$ cat config.mk
export PLATFORM = sky130hd
export DESIGN_NAME = fifo_rd_packer_flat
export DESIGN_NICKNAME = d
export VERILOG_FILES = /design/src/rtl/fifo_pkg.sv /design/src/rtl/fifo_rd_packer_if.sv /design/src/rtl/out_stage_reg.sv /design/src/rtl/fifo_rd_packer.sv /design/src/flat_wrapper.sv
export SDC_FILE = /design/constraint.sdc
export NUM_CORES = 1
export LEC_CHECK = 0
export ABC_AREA = 0
export BUFFER_PORTS_ARGS = -buffer_cell sky130_fd_sc_hd__buf_2
export CORE_MARGIN = 5
export CORE_UTILIZATION = 44
export CTS_CLUSTER_DIAMETER = 50
export DETAILED_ROUTE_END_ITERATION = 10
export PLACE_DENSITY_LB_ADDON = 0.12
export SLEW_MARGIN = 10
export SYNTH_ARGS = -nofsm -noshare
export SYNTH_HDL_FRONTEND = slang
export SYNTH_SLANG_ARGS = --single-unit
$ cat constraint.sdc
create_clock -name clk -period 2 [get_ports clk]
set_input_delay 0.2 -clock clk [delete_from_list [all_inputs] [get_ports clk]]
set_output_delay 0.2 -clock clk [all_outputs]
set_load 0.01 [all_outputs]
$ cat src/rtl/fifo_pkg.sv
// Shared definitions for the read-side FIFO consumers: default widths,
// a constant-foldable ceil(log2) helper and the packer state encoding.
package fifo_pkg;

    localparam int Data_width = 8;
    localparam int RATIO      = 4;

    // Ceiling log2, usable in parameter expressions.
    function automatic int clog2_f(input int value);
        int r;
        int v;
        r = 0;
        v = value - 1;
        while (v > 0) begin
            r = r + 1;
            v = v >> 1;
        end
        return r;
    endfunction

    typedef enum logic {
        FILL = 1'b0,
        FULL = 1'b1
    } packer_state_t;

endpackage

$ cat src/rtl/fifo_rd_packer_if.sv
// Bundle between the FIFO read port, the packer and its downstream consumer.
// With PACKER_FLUSH_EN defined the bundle also carries flush and out_keep.
interface fifo_rd_packer_if #(
    parameter int Data_width = fifo_pkg::Data_width,
    parameter int RATIO      = fifo_pkg::RATIO
);
    logic                          rd_empty;
    logic [Data_width-1:0]         rd_data;
    logic                          rd_en;
    logic                          out_valid;
    logic                          out_ready;
    logic [Data_width*RATIO-1:0]   out_data;
`ifdef PACKER_FLUSH_EN
    logic                          flush;
    logic [RATIO-1:0]              out_keep;

    modport master (
        input  rd_empty, rd_data, out_ready, flush,
        output rd_en, out_valid, out_data, out_keep
    );
    modport slave (
        output rd_empty, rd_data, out_ready, flush,
        input  rd_en, out_valid, out_data, out_keep
    );
`else
    modport master (
        input  rd_empty, rd_data, out_ready,
        output rd_en, out_valid, out_data
    );
    modport slave (
        output rd_empty, rd_data, out_ready,
        input  rd_en, out_valid, out_data
    );
`endif
endinterface

$ cat src/rtl/out_stage_reg.sv
// Single-entry valid/ready output register. Data and valid stay stable
// while the consumer stalls; a new entry may be loaded in the drain cycle.
module out_stage_reg #(
    parameter int W = 32
) (
    input  logic         clk,
    input  logic         rst,
    input  logic         in_valid,
    output logic         in_ready,
    input  logic [W-1:0] in_data,
    output logic         out_valid,
    input  logic         out_ready,
    output logic [W-1:0] out_data
);
    logic         valid_reg;
    logic [W-1:0] data_reg;

    assign in_ready  = !valid_reg || out_ready;
    assign out_valid = valid_reg;
    assign out_data  = data_reg;

    // Load on accepted input, otherwise empty once the consumer takes the word.
    always_ff @(posedge clk or posedge rst) begin
        if (rst) begin
            valid_reg <= 1'b0;
            data_reg  <= '0;
        end else if (in_valid && in_ready) begin
            valid_reg <= 1'b1;
            data_reg  <= in_data;
        end else if (out_ready) begin
            valid_reg <= 1'b0;
        end
    end

endmodule

$ cat src/rtl/fifo_rd_packer.sv
// Pops narrow words from the FIFO read port (one-cycle read latency) and
// packs RATIO of them, lowest lane first, into one wide valid/ready word.
// Optional feature macro: PACKER_FLUSH_EN (flush input and out_keep output).
module fifo_rd_packer #(
    parameter int Data_width = fifo_pkg::Data_width,
    parameter int RATIO      = fifo_pkg::RATIO
) (
    input  logic              clk,
    input  logic              rst,
    fifo_rd_packer_if.master  bus
);
    import fifo_pkg::*;

    localparam int CW = clog2_f(RATIO) + 1;
    localparam int OW = Data_width * RATIO;
    localparam logic [CW-1:0] FULL_CNT = CW'(RATIO);

    logic [CW-1:0]         cnt_reg, cnt_next, cnt_eff;
    logic                  inflight_reg;
    logic                  flush_pend_reg, flush_pend_next;
    logic                  flush_req;
    packer_state_t         state_reg, state_next;
    logic [Data_width-1:0] lane_next [RATIO];
    logic [OW-1:0]         word_next;
    logic                  fill_done, stage_ready, xfer, pop;

    // Lanes filled once this cycle's inflight word (if any) is captured.
    assign cnt_eff = cnt_reg + CW'(inflight_reg);

`ifdef PACKER_FLUSH_EN
    // A flush request is remembered until the partial word leaves.
    assign flush_req = bus.flush || flush_pend_reg;
`else
    assign flush_req = 1'b0;
`endif

    // Accumulator lanes: the inflight word lands in lane cnt; cleared on
    // transfer so unused lanes of a partial word read as zero.
    for (genvar gi = 0; gi < RATIO; gi++) begin : g_lane
        logic [Data_width-1:0] acc_reg;

        assign lane_next[gi] = (inflight_reg && cnt_reg == CW'(gi)) ? bus.rd_data : acc_reg;
        assign word_next[gi*Data_width +: Data_width] = lane_next[gi];

        // Per-lane accumulator storage.
        always_ff @(posedge clk or posedge rst) begin
            if (rst) begin
                acc_reg <= '0;
            end else begin
                acc_reg <= xfer ? '0 : lane_next[gi];
            end
        end
    end

    // Transfer/pop decisions and next state; transfer happens in the
    // capture cycle so the last pop reaches out_valid two cycles later.
    always_comb begin
        fill_done       = 1'b0;
        xfer            = 1'b0;
        pop             = 1'b0;
        cnt_next        = cnt_eff;
        state_next      = FILL;
        flush_pend_next = 1'b0;

        fill_done = (cnt_eff == FULL_CNT) || (flush_req && cnt_eff != '0);
        xfer      = fill_done && stage_ready;
        pop       = !bus.rd_empty &&
                    (xfer || (state_reg == FILL && !fill_done && cnt_eff < FULL_CNT));

        if (xfer) begin
            cnt_next = '0;
        end
        if (fill_done && !xfer) begin
            state_next      = FULL;
            flush_pend_next = flush_req;
        end
    end

    assign bus.rd_en = pop;

    // Fill counter, read-latency tracker, flush memory and state register.
    always_ff @(posedge clk or posedge rst) begin
        if (rst) begin
            cnt_reg        <= '0;
            inflight_reg   <= 1'b0;
            flush_pend_reg <= 1'b0;
            state_reg      <= FILL;
        end else begin
            cnt_reg        <= cnt_next;
            inflight_reg   <= pop;
            flush_pend_reg <= flush_pend_next;
            state_reg      <= state_next;
        end
    end

`ifdef PACKER_FLUSH_EN
    logic [RATIO-1:0]    keep_next;
    logic [OW+RATIO-1:0] stage_out;

    for (genvar gi = 0; gi < RATIO; gi++) begin : g_keep
        assign keep_next[gi] = (cnt_eff > CW'(gi));
    end

    out_stage_reg #(.W(OW + RATIO)) u_out (
        .clk       (clk),
        .rst       (rst),
        .in_valid  (xfer),
        .in_ready  (stage_ready),
        .in_data   ({keep_next, word_next}),
        .out_valid (bus.out_valid),
        .out_ready (bus.out_ready),
        .out_data  (stage_out)
    );

    assign bus.out_data = stage_out[OW-1:0];
    assign bus.out_keep = stage_out[OW+RATIO-1:OW];
`else
    out_stage_reg #(.W(OW)) u_out (
        .clk       (clk),
        .rst       (rst),
        .in_valid  (xfer),
        .in_ready  (stage_ready),
        .in_data   (word_next),
        .out_valid (bus.out_valid),
        .out_ready (bus.out_ready),
        .out_data  (bus.out_data)
    );
`endif

endmodule

$ cat src/flat_wrapper.sv
// flat-port wrapper written by rule: the top's interface ports become plain ports
module fifo_rd_packer_flat import fifo_pkg::*;
#(
    parameter int Data_width = fifo_pkg::Data_width,
    parameter int RATIO      = fifo_pkg::RATIO
)
  (clk, rst, bus_rd_empty, bus_rd_data, bus_out_ready, bus_rd_en, bus_out_valid, bus_out_data);
  fifo_rd_packer_if #(.Data_width(Data_width), .RATIO(RATIO)) bus_i ();
  input  logic clk;
  input  logic rst;
  input wire logic [$bits(bus_i.rd_empty)-1:0] bus_rd_empty;
  input wire logic [$bits(bus_i.rd_data)-1:0] bus_rd_data;
  input wire logic [$bits(bus_i.out_ready)-1:0] bus_out_ready;
  output wire logic [$bits(bus_i.rd_en)-1:0] bus_rd_en;
  output wire logic [$bits(bus_i.out_valid)-1:0] bus_out_valid;
  output wire logic [$bits(bus_i.out_data)-1:0] bus_out_data;
  assign bus_i.rd_empty = bus_rd_empty;
  assign bus_i.rd_data = bus_rd_data;
  assign bus_i.out_ready = bus_out_ready;
  assign bus_rd_en = bus_i.rd_en;
  assign bus_out_valid = bus_i.out_valid;
  assign bus_out_data = bus_i.out_data;
  fifo_rd_packer #(.Data_width(Data_width), .RATIO(RATIO)) u_core (.clk(clk), .rst(rst), .bus(bus_i));
endmodule
==> results by group <==
Layout
  • Antenna diodes: 0
  • Final instance area: 0.00351 mm²
  • Layout net count: 286
  • Area Growth Syn to Fin: 21.1%
  • FF/Latch Area: 0.00175 mm²
  • Area of the multi-input gates: ~0.0010 mm²
  • Fraction of layout cells with a size suffix above 1: between 40% and 50%
  • Fill cells: roughly 580
  • Final core occ: a little over half

Logic synthesis
  • Ys Warns: 0
  • Largest family of logic cells by synthesized area: multiplexers
  • Yosys top cell area share: slightly above 60%
  • Multiplexer area fraction after synthesis: between 20% and 30%
  • Synth area leaders: dfrtp_1 60%, mux2i_1 15%, mux2_2 8.5%, nor2_1 3.0%, inv_1 2.8%
  • Mapped Area: 0.00290 mm²
  • Synth Area in Adders: less than 1%
  • Complex-gate fraction of the synthesized area: less than 1%
  • Syn Area/Cell: ~13 µm²
  • Synthesized flop and latch total: 70
  • Synth Area in XOR/XNOR: less than 1%
  • Register area share after synthesis: about three fifths
  • Mapped Nets: approximately 230
  • Simple-Gate Fraction of Synth Area: between 9 and 10%
  • Synth unique cells: 24
  • Post-synth top area cell: dfrtp_1
  • Post-Synthesis Cells: approximately 220

Floorplan
  • Core box area: about 0.0064 mm²
  • IO Pins: between 40 and 50
  • Initial Util: between 40% and 50%
  • Die area: between 0.008 and 0.009 mm²
  • Rows: 29
  • Die Wd: ~91 µm
  • Chip height: roughly 91 µm

Drt
  • WL met2: between 2000 and 2500 µm
  • DRC marker count from the first detailed-route iteration: between 70 and 80
  • DR DRC count: 0
  • WL per Instance: about 15 µm
  • Drt total wl: about 5200 µm
  • Met3 Wirelength: about 210 µm
  • Via count: around 1700
  • Post-Route M1 WL: ~2600 µm
  • Drt pass-1 iters: 4
  • Drt via density: around 4.8
  • Remaining antenna violation count: 0
  • Max Used Layer: met4

Hold path
  • Worst min path class: primary input to register

Critical path
  • Startpoint Class: register
  • Critical Path RT: around 1.8 ns
  • Crit-path max FO: 5
  • Nature of the critical path endpoint: primary output
  • Worst EP arrival: 1.95 ns
  • Setup CP Type: register to primary output

Timing
  • Maximum clock rate: 465 MHz
  • Post-route setup slack: -0.151 ns
  • Max-slew violations: 0
  • Layout Skew: about 0.0042 ns
  • Slew headroom: around 57%
  • Unrepaired setup endpoints after global routing: yes
  • Final min period: ~2.2 ns
  • Worst Max-Slew Pin Slew: approximately 0.64 ns
  • Final period util: 108%
  • Final setup vio count: 1
  • Final hold vios: 0

Global route
  • All-Layer GR Usage: about 14%
  • Global route total overflow: 0
  • Largest net degree at the start of global routing: 28
  • Vias in the first global route: about 1800
  • Initial antenna violation count: 0
  • First-pass GRT wire length: about 9300 µm

Clock network
  • Clock-pin slew on the worst setup and hold paths: about 0.060 ns
  • CTS tree: yes
  • CTS Buf Count: 9
  • CTS Root Cell: clkbuf_8
  • Clk sinks: 70
  • Clock latency on the worst-skew pair: around 0.33 ns
  • Max Root-Sink Buffers: 2
  • H-tree levels: 3
  • Postcts setup bufs: 0

Pwr
  • VDD IR max: between 0.0009 and 0.001 V
  • Power per cell area: between 1500 and 2000 mW/mm²
  • Pleak: 1.76 nW

Status
  • Status: finished with violations
  • Failing checks: negative setup slack

Place
  • RePlAce Congestion: just over 0.7
  • Post-placement cell area: 0.00328 mm²
  • IO Port Bufs: 45
  • Hpwl dp: between 3000 and 4000 µm

Run
  • Maxcap violations: 0
[worst max-delay path: stages (launching register included)]
cell     delay [ns]
dfrtp_1        0.38
ha_2           0.20
ha_4           0.17
xnor2_4        0.15
or4_4          0.44
a21oi_2        0.14
buf_2          0.14
[cells in the mapped netlist]
cell type / count
nor2_1: 23
buf_4: 6
mux2i_1: 42
clkbuf_2: 2
or3_2: 1
and2_1: 1
nor4b_4: 1
a21oi_1: 1
ha_1: 2
or2b_1: 1
nand4b_1: 1
nand2b_1: 1
and4bb_2: 2
dfrtp_1: 70
clkbuf_1: 3
and2_2: 10
nand2_1: 1
nor2b_1: 1
inv_1: 22
nor4_2: 1
xnor2_1: 1
buf_6: 1
or4_4: 1
mux2_2: 22
[through the flow]
stage,TNS (ns),setup WS [ns],cells,total power [mW],hold WS (ns)
CTS,-0.179,-0.179,353,5.48,0.000851
finish,-0.151,-0.151,353,5.39,0.0209
global placement,0,0.0714,337,4.28,0.324
global route,-0.259,-0.259,353,5.83,0.00471
floorplan,0,0.00107,217,3.67,0.281
detailed placement,0,0.0266,337,4.31,0.319
[layer usage]
metal  vias to the layer above  global-route usage, %
met1                       846                   20.5
met3                         7                   3.64
met2                        31                   20.3
met4                         0                   5.87
li1                        826                      -
met5                         -                      0
[where the power goes]
group	total, mW	internal [mW]	leakage, nW	switching, mW
Combinational	2.18	1.10	0.757	1.07
Sequential	2.16	1.94	0.909	0.222
Clock	1.05	0.581	0.0958	0.472
[final cells by class]
class | count | area share [%]
Tap cell | 77 | 2.74
Inverter | 22 | 2.35
Multi-Input combinational cell | 113 | 29.4
Clock buffer | 15 | 5.31
Sequential cell | 70 | 49.9
Timing Repair Buffer | 56 | 10.3
[worst paths after layout]
path,start,to,slack (ns),depth (start not counted)
max reg2reg,u_core.inflight_reg$_DFF_PP0_,u_core.u_out.out_data[27]$_DFFE_PP0P_,0.15,6
min,bus_rd_empty,u_core.inflight_reg$_DFF_PP0_,0.02,2
min reg2reg,u_core.u_out.out_data[5]$_DFFE_PP0P_,u_core.u_out.out_data[5]$_DFFE_PP0P_,0.50,1
max in group asynchronous,rst,u_core.g_lane[3].acc_reg[3]$_DFF_PP0_,0.96,4
max,u_core.inflight_reg$_DFF_PP0_,bus_rd_en,-0.15,6
min in group asynchronous,rst,u_core.u_out.out_data[13]$_DFFE_PP0P_,0.50,3
[timing repair]
item | 4_1_cts | 5_1_grt
endpoints found under the setup margin | 1 | 1
endpoints found under the hold margin | 25 | 0
resized for setup | 4 | 0
hold buffers | 1 | 0
[kinds of logic (layout without fill, tap and decap cells)]
family,after synthesis,in the layout
flip-flops,70,70
multiplexers,64,64
AND/OR/NAND/NOR,45,45
buffers and inverters,34,93
adder cells (fa/ha/maj),2,2
AO/OA/AOI/OAI,1,1
XOR/XNOR,1,1
[cells in the final DEF, fill, tap and decap left out, drive strengths merged]
cell / netlist / final
clkbuf: 5 / 15
dfrtp: 70 / 70
inv: 22 / 22
dlygate4sd3: 0 / 1
nor2: 23 / 23
mux2i: 42 / 42
nand2: 1 / 1
and4bb: 2 / 2
ha: 2 / 2
mux2: 22 / 22
or2b: 1 / 1
buf: 7 / 55
nor4: 1 / 1
or4: 1 / 1
nand2b: 1 / 1
and2: 11 / 11
or3: 1 / 1
nand4b: 1 / 1
nor2b: 1 / 1
a21oi: 1 / 1
nor4b: 1 / 1
xnor2: 1 / 1
(Power assumes the default switching activity.)
